`config.mk`:
```
export PLATFORM = sky130hd
export DESIGN_NAME = diag_collector
export DESIGN_NICKNAME = d
export VERILOG_FILES = /design/src/rtl/diag_collector.sv
export SDC_FILE = /design/constraint.sdc
export NUM_CORES = 1
export LEC_CHECK = 0
export ABC_CLOCK_PERIOD_IN_PS = 12350
export CAP_MARGIN = 30
export CORE_MARGIN = 1.5
export CORE_UTILIZATION = 50
export CTS_BUF_LIST = sky130_fd_sc_hd__clkbuf_4
export CTS_CLUSTER_DIAMETER = 200
export DETAILED_ROUTE_END_ITERATION = 8
export PLACE_DENSITY = 0.82
export SLEW_MARGIN = 20
export SYNTH_ARGS = -nofsm -noshare
export SYNTH_HDL_FRONTEND = slang
export SYNTH_SLANG_ARGS = --single-unit
```
`constraint.sdc`:
```
create_clock -name clk -period 12.35 [get_ports clk]
set_clock_uncertainty 0.2 [all_clocks]
set_input_delay 2.47 -clock clk [delete_from_list [all_inputs] [get_ports clk]]
set_output_delay 2.47 -clock clk [all_outputs]
set_load 0.05 [all_outputs]
```
`src/rtl/diag_collector.sv`:
```
// Multi-channel diagnostic collector: round-robin intake into a
// FIFO with duplicate suppression, saturating counters, first-error latch.
module diag_collector #(
    parameter int NCH          = 4,
    parameter int CODE_W       = 6,
    parameter int POS_W        = 16,
    parameter int LEN_W        = 8,
    parameter int DEPTH        = 16,
    parameter int CNT_W        = 16,
    parameter int DROP_ON_FULL = 0,
    parameter int DEDUP        = 1,
    localparam int CH_W        = (NCH > 1) ? $clog2(NCH) : 1
) (
    input  logic                    clk,
    input  logic                    rst,
    input  logic [NCH-1:0]          rpt_valid,
    output logic [NCH-1:0]          rpt_ready,
    input  logic [NCH*CODE_W-1:0]   rpt_code,
    input  logic [NCH-1:0]          rpt_sev,
    input  logic [NCH*POS_W-1:0]    rpt_pos,
    input  logic [NCH*LEN_W-1:0]    rpt_len,
    output logic                    diag_valid,
    input  logic                    diag_ready,
    output logic [CH_W-1:0]         diag_ch,
    output logic [CODE_W-1:0]       diag_code,
    output logic                    diag_sev,
    output logic [POS_W-1:0]        diag_pos,
    output logic [LEN_W-1:0]        diag_len,
    input  logic                    clr,
    output logic [CNT_W-1:0]        err_count,
    output logic [CNT_W-1:0]        warn_count,
    output logic [CNT_W-1:0]        drop_count,
    output logic                    first_valid,
    output logic [CODE_W-1:0]       first_code,
    output logic [POS_W-1:0]        first_pos
);

    localparam int PTR_W = $clog2(DEPTH);
    localparam int ENT_W = CH_W + CODE_W + 1 + POS_W + LEN_W;
    localparam logic [PTR_W:0] FULL_CNT = (PTR_W + 1)'(DEPTH);
    localparam logic [CNT_W-1:0] CNT_MAX = '1;

    logic [ENT_W-1:0]  mem [DEPTH];
    logic [PTR_W-1:0]  wr_ptr;
    logic [PTR_W-1:0]  rd_ptr;
    logic [PTR_W:0]    count;
    logic [ENT_W-1:0]  head;
    logic [ENT_W-1:0]  wr_data;

    logic [CH_W-1:0]   rr_ptr;
    logic [CH_W-1:0]   rr_next;
    logic              grant_any;
    logic [CH_W-1:0]   grant_idx;
    logic [CODE_W-1:0] sel_code;
    logic              sel_sev;
    logic [POS_W-1:0]  sel_pos;
    logic [LEN_W-1:0]  sel_len;

    logic              hist_valid;
    logic [CH_W-1:0]   hist_ch;
    logic [CODE_W-1:0] hist_code;
    logic [POS_W-1:0]  hist_pos;

    logic fifo_full;
    logic fifo_empty;
    logic eligible;
    logic accept;
    logic dup;
    logic keep;
    logic push;
    logic drop;
    logic pop;
    logic tally;

    // Round-robin pick: first valid at or above the pointer, else wrap to the lowest.
    always_comb begin
        grant_any = 1'b0;
        grant_idx = '0;
        sel_code  = '0;
        sel_sev   = 1'b0;
        sel_pos   = '0;
        sel_len   = '0;
        for (int i = 0; i < NCH; i++) begin
            if (!grant_any && rpt_valid[i] && CH_W'(i) >= rr_ptr) begin
                grant_any = 1'b1;
                grant_idx = CH_W'(i);
                sel_code  = rpt_code[i*CODE_W +: CODE_W];
                sel_sev   = rpt_sev[i];
                sel_pos   = rpt_pos[i*POS_W +: POS_W];
                sel_len   = rpt_len[i*LEN_W +: LEN_W];
            end
        end
        for (int i = 0; i < NCH; i++) begin
            if (!grant_any && rpt_valid[i]) begin
                grant_any = 1'b1;
                grant_idx = CH_W'(i);
                sel_code  = rpt_code[i*CODE_W +: CODE_W];
                sel_sev   = rpt_sev[i];
                sel_pos   = rpt_pos[i*POS_W +: POS_W];
                sel_len   = rpt_len[i*LEN_W +: LEN_W];
            end
        end
    end

    // Eligibility uses the pre-pop occupancy, so a full FIFO never passes a report through.
    assign fifo_full  = (count == FULL_CNT);
    assign fifo_empty = (count == '0);
    assign eligible   = (DROP_ON_FULL != 0) || !fifo_full;
    assign accept     = grant_any && eligible;

    assign dup = (DEDUP != 0) && hist_valid &&
                 (hist_ch == grant_idx) &&
                 (hist_code == sel_code) &&
                 (hist_pos == sel_pos);

    assign keep  = accept && !dup;
    assign push  = keep && !fifo_full;
    assign drop  = keep && fifo_full;
    assign pop   = !fifo_empty && diag_ready;
    assign tally = keep && !clr;

    assign rr_next = (grant_idx == CH_W'(NCH - 1)) ? '0
                                                   : grant_idx + CH_W'(1);

    // One-hot accept strobe back to the granted channel.
    always_comb begin
        rpt_ready = '0;
        for (int i = 0; i < NCH; i++) begin
            rpt_ready[i] = accept && (grant_idx == CH_W'(i));
        end
    end

    // Arbiter pointer moves past the channel just served.
    always_ff @(posedge clk) begin
        if (rst) begin
            rr_ptr <= '0;
        end else if (accept) begin
            rr_ptr <= rr_next;
        end
    end

    assign wr_data = {grant_idx, sel_code, sel_sev, sel_pos, sel_len};

    // Storage array; contents are meaningful only between rd_ptr and wr_ptr.
    always_ff @(posedge clk) begin
        if (push) begin
            mem[wr_ptr] <= wr_data;
        end
    end

    // FIFO pointers and occupancy; push and pop together leave count unchanged.
    always_ff @(posedge clk) begin
        if (rst) begin
            wr_ptr <= '0;
            rd_ptr <= '0;
            count  <= '0;
        end else begin
            if (push) begin
                wr_ptr <= wr_ptr + PTR_W'(1);
            end
            if (pop) begin
                rd_ptr <= rd_ptr + PTR_W'(1);
            end
            case ({push, pop})
                2'b10:   count <= count + (PTR_W + 1)'(1);
                2'b01:   count <= count - (PTR_W + 1)'(1);
                default: count <= count;
            endcase
        end
    end

    assign head       = mem[rd_ptr];
    assign diag_valid = !fifo_empty;

    // Head fields read as zero while the FIFO is empty.
    always_comb begin
        {diag_ch, diag_code, diag_sev, diag_pos, diag_len} = '0;
        if (!fifo_empty) begin
            {diag_ch, diag_code, diag_sev, diag_pos, diag_len} = head;
        end
    end

    // Last written entry, used to suppress back-to-back duplicates.
    always_ff @(posedge clk) begin
        if (rst) begin
            hist_valid <= 1'b0;
            hist_ch    <= '0;
            hist_code  <= '0;
            hist_pos   <= '0;
        end else if (push) begin
            hist_valid <= 1'b1;
            hist_ch    <= grant_idx;
            hist_code  <= sel_code;
            hist_pos   <= sel_pos;
        end
    end

    // Saturating status counters; clr wins over a same-cycle report.
    always_ff @(posedge clk) begin
        if (rst || clr) begin
            err_count  <= '0;
            warn_count <= '0;
            drop_count <= '0;
        end else if (tally) begin
            if (sel_sev && err_count != CNT_MAX) begin
                err_count <= err_count + CNT_W'(1);
            end
            if (!sel_sev && warn_count != CNT_MAX) begin
                warn_count <= warn_count + CNT_W'(1);
            end
            if (drop && drop_count != CNT_MAX) begin
                drop_count <= drop_count + CNT_W'(1);
            end
        end
    end

    // Capture the first counted error, including one that was dropped.
    always_ff @(posedge clk) begin
        if (rst || clr) begin
            first_valid <= 1'b0;
            first_code  <= '0;
            first_pos   <= '0;
        end else if (tally && sel_sev && !first_valid) begin
            first_valid <= 1'b1;
            first_code  <= sel_code;
            first_pos   <= sel_pos;
        end
    end

endmodule
```
* Yosys cells after proc, flatten, opt, wreduce, memory -nomap -nowiden *
Memories as Yosys holds them, arrays and structs flattened. A register that Yosys moved wholly into a read port is not among the register bits.
Cells that the tools add are included.

storage, ports and cells
  memories kept = 1
  flip-flop bits (word level) = 111
  output and inout port bits = 109
  word-level logic and storage cells = 146
  bits in writable memories = 528

memories
  memory  depth  bits a word  rd ports  clocked after Yosys merged registers in  wr ports  RTL line  source
  mem     16     33           1         1                                        1         43        logic [ENT_W-1:0] mem [DEPTH];

cells by class
  reductions and logical operators = 49
  add/subtract/negate cells = 8
  eq/ne operators = 12
  multiplexer cells = 58
  order comparisons = 4

operator list
  kind                     number
  $mux W16                 9
  $mux W8                  9
  $mux W6                  9
  $add A16 B1 Y16 const B  3
  $ne A16 B16 Y1 const B   3
  $logic_and A1 B1 Y1      29
  $mux W1                  20
  $eq A16 B16 Y1           1
  $mux W2                  8
  $logic_not A1 Y1         13
  $pmux W5 S2              1
  $add A4 B1 Y4 const B    2
  $mux W4                  2
  $eq A2 B2 Y1 const B     3
  $eq A6 B6 Y1             1
  $reduce_and A2 Y1        3
  $add A5 B1 Y5 const B    1
  $eq A5 B5 Y1 const B     1
  $logic_not A5 Y1         1
  $sub A5 B1 Y5 const B    1
  $eq A2 B1 Y1 const B     2
  $ge A1 B2 Y1 const A     2
  $ge A2 B2 Y1 const A     2
  $add A2 B1 Y2 const B    1
  other kinds (4)          4

* Logic depth before layout (Yosys ltp) *
Gate-level depths: netlist (run 1).

  word-level depth = 36
  mapped depth = 25

* Worst setup path after synthesis (run 1) *
No wires, ideal clock.

  path kind = input to register
  start point = input port rpt_valid[2]
  end point = memory mem[3][0] (netlist bit) (enable)
  library setup time = 0.506 ns
  stages on the path = 15
  data required time = 11.644 ns
  arrival time = 8.095 ns
  path slack = 3.549 ns
  path through = buf_4 nor2_2 a22o_1 buf_2 nand2_1 clkbuf_1 nor2_1 o21ai_1 xor2_1 nor3_1 and4_1 buf_4 buf_6 buf_6 nor4_1

RTL lines
  item                              RTL line  source
  start, declared                   16        input logic [NCH-1:0] rpt_valid,
  $logic_and A1 B1 Y1 (2 in a row)  84        if (!grant_any && rpt_valid[i] && CH_W'(i) >= rr_ptr) begin
  $mux W1                           84
  $logic_not A1 Y1                  84
  $logic_and A1 B1 Y1 (2 in a row)  84
  $mux W1                           84
  $logic_not A1 Y1                  94        if (!grant_any && rpt_valid[i]) begin
  $logic_and A1 B1 Y1               94
  $mux W1                           94
  (+9 left out)                     n/a
  named net sel_pos[4]              56        logic [POS_W-1:0] sel_pos;
  $eq A16 B16 Y1 *                  114       (hist_pos == sel_pos);
  $logic_and A1 B1 Y1 *             113       (hist_code == sel_code) &&
  $logic_not A1 Y1 *                116       assign keep = accept && !dup;
  $logic_and A1 B1 Y1 *             116
  $logic_and A1 B1 Y1 *             117       assign push = keep && !fifo_full;
  $mux W1 *                         146       if (push) begin
  $mux W1 (implied by the code) *   147       mem[wr_ptr] <= wr_data;
  end, declared                     43

Mark *: on every way through the listed nets, which the timed path passes. The rest lies on a longest branch.

* Worst setup path after layout (run 1) *
  start point = input port rpt_valid[0]
  end point = output port rpt_ready[3]

on the way
  word-level cells in the longest chain between the ends = 28

ends and longest elaborated chain
  item                              RTL line  source
  $logic_and A1 B1 Y1               84
  $mux W1                           84
  $logic_not A1 Y1                  84
  $logic_and A1 B1 Y1 (2 in a row)  84
  $mux W1                           84
  $logic_not A1 Y1                  84
  $logic_and A1 B1 Y1 (2 in a row)  84
  $mux W1                           84
  (+11 left out)                    n/a
  $logic_and A1 B1 Y1               94
  $mux W1                           94
  $logic_not A1 Y1                  94
  $logic_and A1 B1 Y1               94
  $mux W2 *                         94
  named net grant_idx[1]            53        logic [CH_W-1:0] grant_idx;
  $eq A2 B2 Y1 *                    129       rpt_ready[i] = accept && (grant_idx == CH_W'(i));
  $logic_and A1 B1 Y1 *             129
  end, declared                     17        output logic [NCH-1:0] rpt_ready,

Marked as above.

==> key figures, run 1 <==
Cells and area
  • Layout cells sized above 1: 22.27%
  • Core Util, Final: 60.73%
  • Synthesis-to-finish area growth: 20.27%
  • Most frequent cells in the layout: edfxtp_1, clkdlybuf4s50_1, clkbuf_4, mux4_2, dfxtp_1
  • Final #Nets: 2265
  • Fillers: 4003
  • Most common cell after layout, fill and taps aside: edfxtp_1

Floorplan
  • Die area: 56950 um^2
  • Die W: 238.6 um
  • Starting density of the core: 50.49%
  • Chip height: 238.6 um
  • # rows: 86
  • Io pins: 241
  • Core Area: 54990 um^2

Power
  • Pwr/cell area: 188.3 nW/um^2
  • Worst vdd ir: 0.0001541 V
  • Total leakage power: 11.15 nW
  • Tot Pwr: 6.290 mW

Global routing
  • Initial antenna violation count: 2
  • First-pass GRT wire length: 114400 um
  • Largest net degree at the start of global routing: 105
  • Vias in the first global route: 18700
  • Total congestion overflow: 0
  • Gr usage total: 27.51%

Critical path
  • CP max FO: 21
  • Cells on worst reg2reg path: 20
  • CP Class: input port to output pin
  • Crit path top cell by count: clkdlybuf4s50_1
  • R2R Path Start: rr_ptr[1]$_SDFFE_PP0P_
  • Crit path cell chain: clkdlybuf4s50_1 -> nand2b_1 -> a21oi_2 -> or2_2 -> inv_1 -> ha_1 -> and2_1 -> clkdlybuf4s50_1
  • Family with the most delay on the worst path: buffers and inverters
  • CP Launch Type: input port
  • Worst path bufs/invs: 3
  • CP required: 9.68 ns
  • Reg-to-Reg End: count[4]$_SDFFE_PP0P_
  • R2r setup slk: 6.07 ns
  • CP Capture Type: output pin
  • Arr. time, crit path: 6.09 ns
  • Slowest stage delay, CP: 1.05 ns
  • Critical path depth in cells: 8
  • Slowest CP cell: clkdlybuf4s50_1

Clock tree
  • CTS tree: done
  • Clock Tree Buf Depth: 3
  • Clk root buf: clkbuf_4
  • TritonCTS Buffers: 155
  • # hold bufs at CTS: 0
  • Clk slew on worst S/H paths: 0.06 ns
  • CTS H-tree lvls: 4
  • Post-CTS setup buffers: 0
  • CTS sink cnt: 643
  • Worst-Skew Late Latency: 1.02 ns
  • CTS resizes: 0

Yosys
  • Synthesized net count: 1951
  • Fraction of registers with async set/reset: 0%
  • Synth warn: 0
  • Yosys reg bits: 643
  • Sequential area share after synthesis: 65.40%
  • Library cells used by synthesis: 87
  • Top FF cell, synth: edfxtp_1
  • EDFF count, synth: 528
  • Gate Count Post-Synth: 1804
  • Synth Cell Area: 27760 um^2
  • Average cell area after synthesis: 15.39 um^2

Placed design
  • IO Port Bufs: 240
  • Routability cong.: 0.9250
  • Post-detail-place hpwl: 49890 um

Drt
  • Residual DRC: 0
  • Via count: 18390
  • Final ANT Viol Nets: 0
  • Via density: 6.140
  • Wire length per cell: 26.02 um
  • DR pass1 iterations: 5
  • Final WL: 77970 um
  • Starting DRT DRC Count: 2049

Worst hold path
  • Hold Crit Depth: 1
  • Hold Path Origin: drop_count[7]$_SDFFE_PP0P_
  • HP Class: register to register
  • Hold path endpoint: drop_count[7]$_SDFFE_PP0P_

Timing
  • Hold Fails Final Rpt: 0
  • # setup viols final: 0
  • Setup_tns: 0 ns
  • Relative slew slack: 29.68%
  • Period Utilization, post-route: 70.91%
  • Unrepaired setup endpoints after global routing: no
  • Final Max Tran Viols: 0
  • Min Tclk post-route: 8.758 ns
  • Worst-Margin Slew: 1.055 ns
  • Achievable clock frequency: 114.2 MHz

Outcome
  • Status: completed

Run
  • # Max-Cap Violations: 0
[stage by stage]
stage          std cells  area, um^2  hold slack [ns]  setup WS [ns]
2_1_floorplan       1804       27760           0.2329          3.549
3_3_place_gp        2686       30740           0.2460          3.272
3_5_place_dp        2702       31130           0.2431          3.531
4_1_cts             2982       33210           0.2617          3.532
5_1_grt             2996       33390           0.2772          3.414
6_report            2996       33390           0.2598          3.592
[layer usage]
metal	GRT usage, %	share of wire [%]	vias up
li1	-	-	7983
met1	35.49	38	9256
met2	44.72	50	1006
met3	6.097	8.7	149
met4	12.64	3.4	0
met5	0	0	-
[power by group]
part           switching [mW]  total [mW]  internal [mW]  leakage [nW]
Sequential              0.104        2.70           2.60          5.77
Clock                   0.839        1.81          0.971          1.22
Combinational            1.04        1.78          0.731          4.16
Total                    1.99        6.29           4.30          11.2
[logic make-up (layout without fill, tap and decap cells)]
group,count (synthesis),count (layout),share of synthesized area [%]
AO/OA/AOI/OAI,315,315,7.805
XOR/XNOR,15,15,0.4732
adder cells (fa/ha/maj),15,15,0.6760
buffers and inverters,174,611,2.695
flip-flops,643,643,65.40
multiplexers,177,177,13.82
other,0,7,0
AND/OR/NAND/NOR,465,465,9.130
[how the worst max path moves through the flow]
stage	startpoint	to	slack [ns]
floorplan	rpt_valid[2]	mem[3][0]$_DFFE_PP_	3.55
global placement	rpt_valid[2]	count[4]$_SDFFE_PP0P_	3.27
detailed placement	rpt_valid[0]	rpt_ready[0]	3.53
CTS	rpt_valid[0]	rpt_ready[0]	3.53
global route	rpt_valid[0]	rpt_ready[2]	3.41
finish	rpt_valid[0]	rpt_ready[3]	3.59
[synth_stat cells, types with 6 or more instances]
library cell	instances	area share, %
edfxtp_1	528	57
a31oi_1	18	0.41
dfxtp_1	115	8.3
nand2b_1	8	0.18
nand3_1	47	0.85
o22ai_1	18	0.41
buf_6	6	0.24
xor2_1	9	0.28
ha_1	15	0.68
o211ai_1	12	0.32
a222oi_1	10	0.36
buf_4	6	0.16
mux2i_1	11	0.40
a21o_1	6	0.16
a211oi_1	24	0.65
clkbuf_1	79	1.1
nor2_1	67	0.91
inv_1	45	0.61
and3b_1	12	0.38
nand4_1	15	0.34
a221o_1	6	0.22
nand2_1	78	1.1
o31ai_1	14	0.38
nor3_1	54	0.97
mux4_2	165	13
or4_1	13	0.35
or3_1	19	0.43
o21ai_1	8	0.14
xnor2_1	6	0.19
and2_1	66	1.5
nor2b_1	13	0.29
nor4_1	10	0.23
o21ai_0	34	0.61
buf_1	14	0.19
buf_2	22	0.40
and3_1	34	0.77
a22o_1	6	0.19
a21oi_1	89	1.6
[flip-flops by register name, summed over array words and instances, names as in the netlist, named ones only]
signal	cells
mem	528
drop_count	16
err_count	16
first_pos	16
hist_pos	16
warn_count	16
first_code	6
hist_code	6
count	5
rd_ptr	4
wr_ptr	4
hist_ch	2
rr_ptr	2
first_valid	1
hist_valid	1
[final cells by class]
type                    count  area [um^2]  area share, %
diodes                      7        17.52        0.05246
clock buffers             227         1704          5.103
clock inverters            53        374.1          1.120
inverters                  47        176.4         0.5283
multi-input cells         987         8896          26.64
flip-flops and latches    643        18170          54.40
well taps                 748        935.9          2.803
repair buffers            284         3122          9.348
Note: power is estimated with default switching activity, not from simulation.
==> run 2, diff against run 1 <==
ABC_CLOCK_PERIOD_IN_PS = 8300   (was 12350)
clock period = 8.3 ns   (was 12.35 ns; I/O delays follow)
==> run 2 against run 1 <==
Design area shrank 0.52%. Total power increased by 48%. Sequential power rose by 48%. Clock power grew 45%. Largest cell class unchanged. Register-to-register slack got worse by 3.8 ns. Die area stayed put. Non-clock buffer count is 3 higher. Critical path depth did not move. Utilization is 0.32 points lower. Hold slack improved by 0.00099 ns. Wire length is 0.15% lower. Critical endpoint unchanged. First-iteration DRC count shrank 9.5%.
==> key figures, run 2 (same netlist as run 1, synthesis figures left out) <==
Outcome
  • Status: completed

Cells and area
  • Largest reg by FF count: mem
  • Max reg flops: 528 (unchanged)
  • Layout cells sized above 1: 22.33% (+0.065 points)
  • Final Non-Filler Cells: 2988 (-0.27%)
  • Synthesis-to-finish area growth: 19.65%
  • Final #Nets: 2266 (+0.044%)
  • Final instance area: 33220 um^2 (-0.52%)
  • Most common cell after layout, fill and taps aside: edfxtp_1
  • Core Util, Final: 60.42% (-0.32 points)
  • Most frequent cells in the layout: edfxtp_1, clkdlybuf4s50_1, clkbuf_4, mux4_2, dfxtp_1

Clock tree
  • CTS sink cnt: 643 (unchanged)
  • Clk root buf: clkbuf_4
  • Clk slew on worst S/H paths: 0.06 ns (about the same)
  • TritonCTS Buffers: 153 (-1.3%)
  • CTS tree: done
  • # hold bufs at CTS: 0 (unchanged)
  • Worst-Skew Late Latency: 0.95 ns (-0.07 ns)
  • CTS H-tree lvls: 4 (unchanged)
  • CTS resizes: 0 (unchanged)
  • Clock Tree Buf Depth: 3 (unchanged)
  • Post-CTS setup buffers: 0 (unchanged)

Floorplan
  • Chip height: 238.6 um (unchanged)
  • # rows: 86 (unchanged)
  • Die area: 56950 um^2 (unchanged)
  • Die W: 238.6 um (unchanged)
  • Io pins: 241 (unchanged)
  • Starting density of the core: 50.49% (unchanged)
  • Core Area: 54990 um^2 (unchanged)

Timing
  • Min Tclk post-route: 7.211 ns
  • Relative slew slack: 34.01% (+4.3 points)
  • # setup viols final: 0 (unchanged)
  • Achievable clock frequency: 138.7 MHz
  • Period Utilization, post-route: 86.88%
  • Final Max Tran Viols: 0 (unchanged)
  • Worst-Margin Slew: 0.9898 ns (-0.06499 ns)
  • Unrepaired setup endpoints after global routing: no
  • Final setup margin: 1.089 ns (-2.503 ns)
  • Hold Fails Final Rpt: 0 (unchanged)
  • Hold_ws: 0.2608 ns (+0.0009930 ns)
  • Setup_tns: 0 ns (unchanged)

Power
  • Psw: 2.966 mW (+49%)
  • Total leakage power: 11.10 nW (-0.47%)
  • Pwr/cell area: 280.7 nW/um^2 (+49%)
  • Switching Share: 31.81% (+0.22 points)
  • Internal Power: 6.358 mW (+48%)
  • Combinational fraction of design power: 28.9% (+0.7 points)
  • Worst vdd ir: 0.0001535 V (-0.37%)
  • Clk pwr share: 28.1% (-0.7 points)
  • Tot Pwr: 9.324 mW (+48%)
  • Register share of total power: 42.9% (about the same)

Drt
  • Via density: 6.180 (+0.65%)
  • Wire length per cell: 26.05 um (+0.12%)
  • Final ANT Viol Nets: 0 (unchanged)
  • Via count: 18470 (+0.39%)
  • Residual DRC: 0 (unchanged)
  • Final WL: 77850 um (-0.15%)
  • DR pass1 iterations: 8 (+3)
  • Starting DRT DRC Count: 1854 (-9.5%)

Placed design
  • Post-place setup slack: 0.7206 ns (-2.811 ns)
  • IO Port Bufs: 240 (unchanged)
  • Post-detail-place hpwl: 51520 um (+3.3%)
  • Routability cong.: 0.9512 (+2.8%)
  • Area after DPL: 31150 um^2 (about the same)
  • Placed cells: 2710 (+0.30%)

Critical path
  • Arr. time, crit path: 5.35 ns (-0.74 ns)
  • CP Class: input port to output pin
  • CP Capture Type: output pin
  • Slowest CP cell: clkdlybuf4s50_1
  • Crit path top cell by count: clkdlybuf4s50_1
  • Slowest stage delay, CP: 0.90 ns (-0.15 ns)
  • Crit path cell chain: clkdlybuf4s50_1 -> nor2b_1 -> a211oi_1 -> or2_2 -> inv_1 -> ha_1 -> and2_1 -> clkdlybuf4s50_1
  • Critical path depth in cells: 8 (unchanged)
  • CP required: 6.44 ns (-3.24 ns)
  • CP Launch Type: input port
  • Cells on worst reg2reg path: 20 (unchanged)
  • Family with the most delay on the worst path: buffers and inverters
  • CP max FO: 19 (-9.5%)
  • Worst path bufs/invs: 3 (unchanged)

Global routing
  • Gr usage total: 27.68% (+0.17 points)
  • Initial antenna violation count: 2 (unchanged)
  • Largest net degree at the start of global routing: 83 (-21%)
  • First-pass GRT wire length: 115300 um (+0.81%)
  • Total congestion overflow: 0 (unchanged)
  • Vias in the first global route: 18780 (+0.43%)

Worst hold path
  • Hold Crit Depth: 1 (unchanged)
  • HP Class: register to register

Run
  • # Max-Cap Violations: 0 (unchanged)
run 2: final timing paths:
path,start,slack [ns],to
hold reg to reg,drop_count[3]$_SDFFE_PP0P_,0.26,drop_count[3]$_SDFFE_PP0P_
setup / recovery,rpt_valid[2],1.09,rpt_ready[3]
hold / removal,drop_count[3]$_SDFFE_PP0P_,0.26,drop_count[3]$_SDFFE_PP0P_
setup reg to reg,rr_ptr[0]$_SDFFE_PP0P_,2.24,count[4]$_SDFFE_PP0P_
run 2: area by class of cell:
| class | count | area, um^2 |
|---|---|---|
| Clock buffer | 221 | 1659 |
| Inverter | 47 | 176.4 |
| Fill cell | 4029 | 21770 |
| Sequential cell | 643 | 18170 |
| Multi-Input combinational cell | 987 | 8896 |
| Antenna cell | 1 | 2.502 |
| Tap cell | 748 | 935.9 |
| Clock inverter | 54 | 356.6 |
| Timing Repair Buffer | 287 | 3025 |
run 2: power by group through the flow:
| stage | sequential (mW) | clock [mW] | combinational (mW) |
|---|---|---|---|
| after floorplan | 4.00 | 0 | 1.84 |
| after global placement | 4.11 | 0 | 2.56 |
| after detailed placement | 4.12 | 0 | 2.64 |
| after CTS | 4.05 | 2.67 | 2.64 |
| after global routing | 4.02 | 2.84 | 2.85 |
| final | 4.00 | 2.62 | 2.70 |
run 2: per-layer routing:
layer / vias to the layer above / GRT usage, % / share of wire, % / wire length (um)
met3: 195 / 5.982 / 7.7 / 6012
met2: 978 / 45.63 / 50 / 38740
li1: 7953 / - / - / -
met4: 0 / 12.93 / 4.2 / 3243
met5: - / 0 / 0 / 0
met1: 9339 / 35.15 / 38 / 29850
run 2: worst register-to-register path: stages, from the launching register on:
cell and delay [ns]:
dfxtp_1 0.50, buf_4 0.31, nand2_1 0.33, nand2_1 0.39
nor3b_1 0.55, nor4_1 0.11, nor4bb_1 0.52, o2111ai_1 0.21
nor4_1 0.61, and4_2 0.35, nor2_2 0.05, inv_1 0.14
ha_1 0.38, xor2_1 0.18, ha_1 0.19, o21ai_0 0.09
a21oi_1 0.19, a21oi_1 0.10, xor2_1 0.15, or3_1 0.32
a21oi_1 0.14
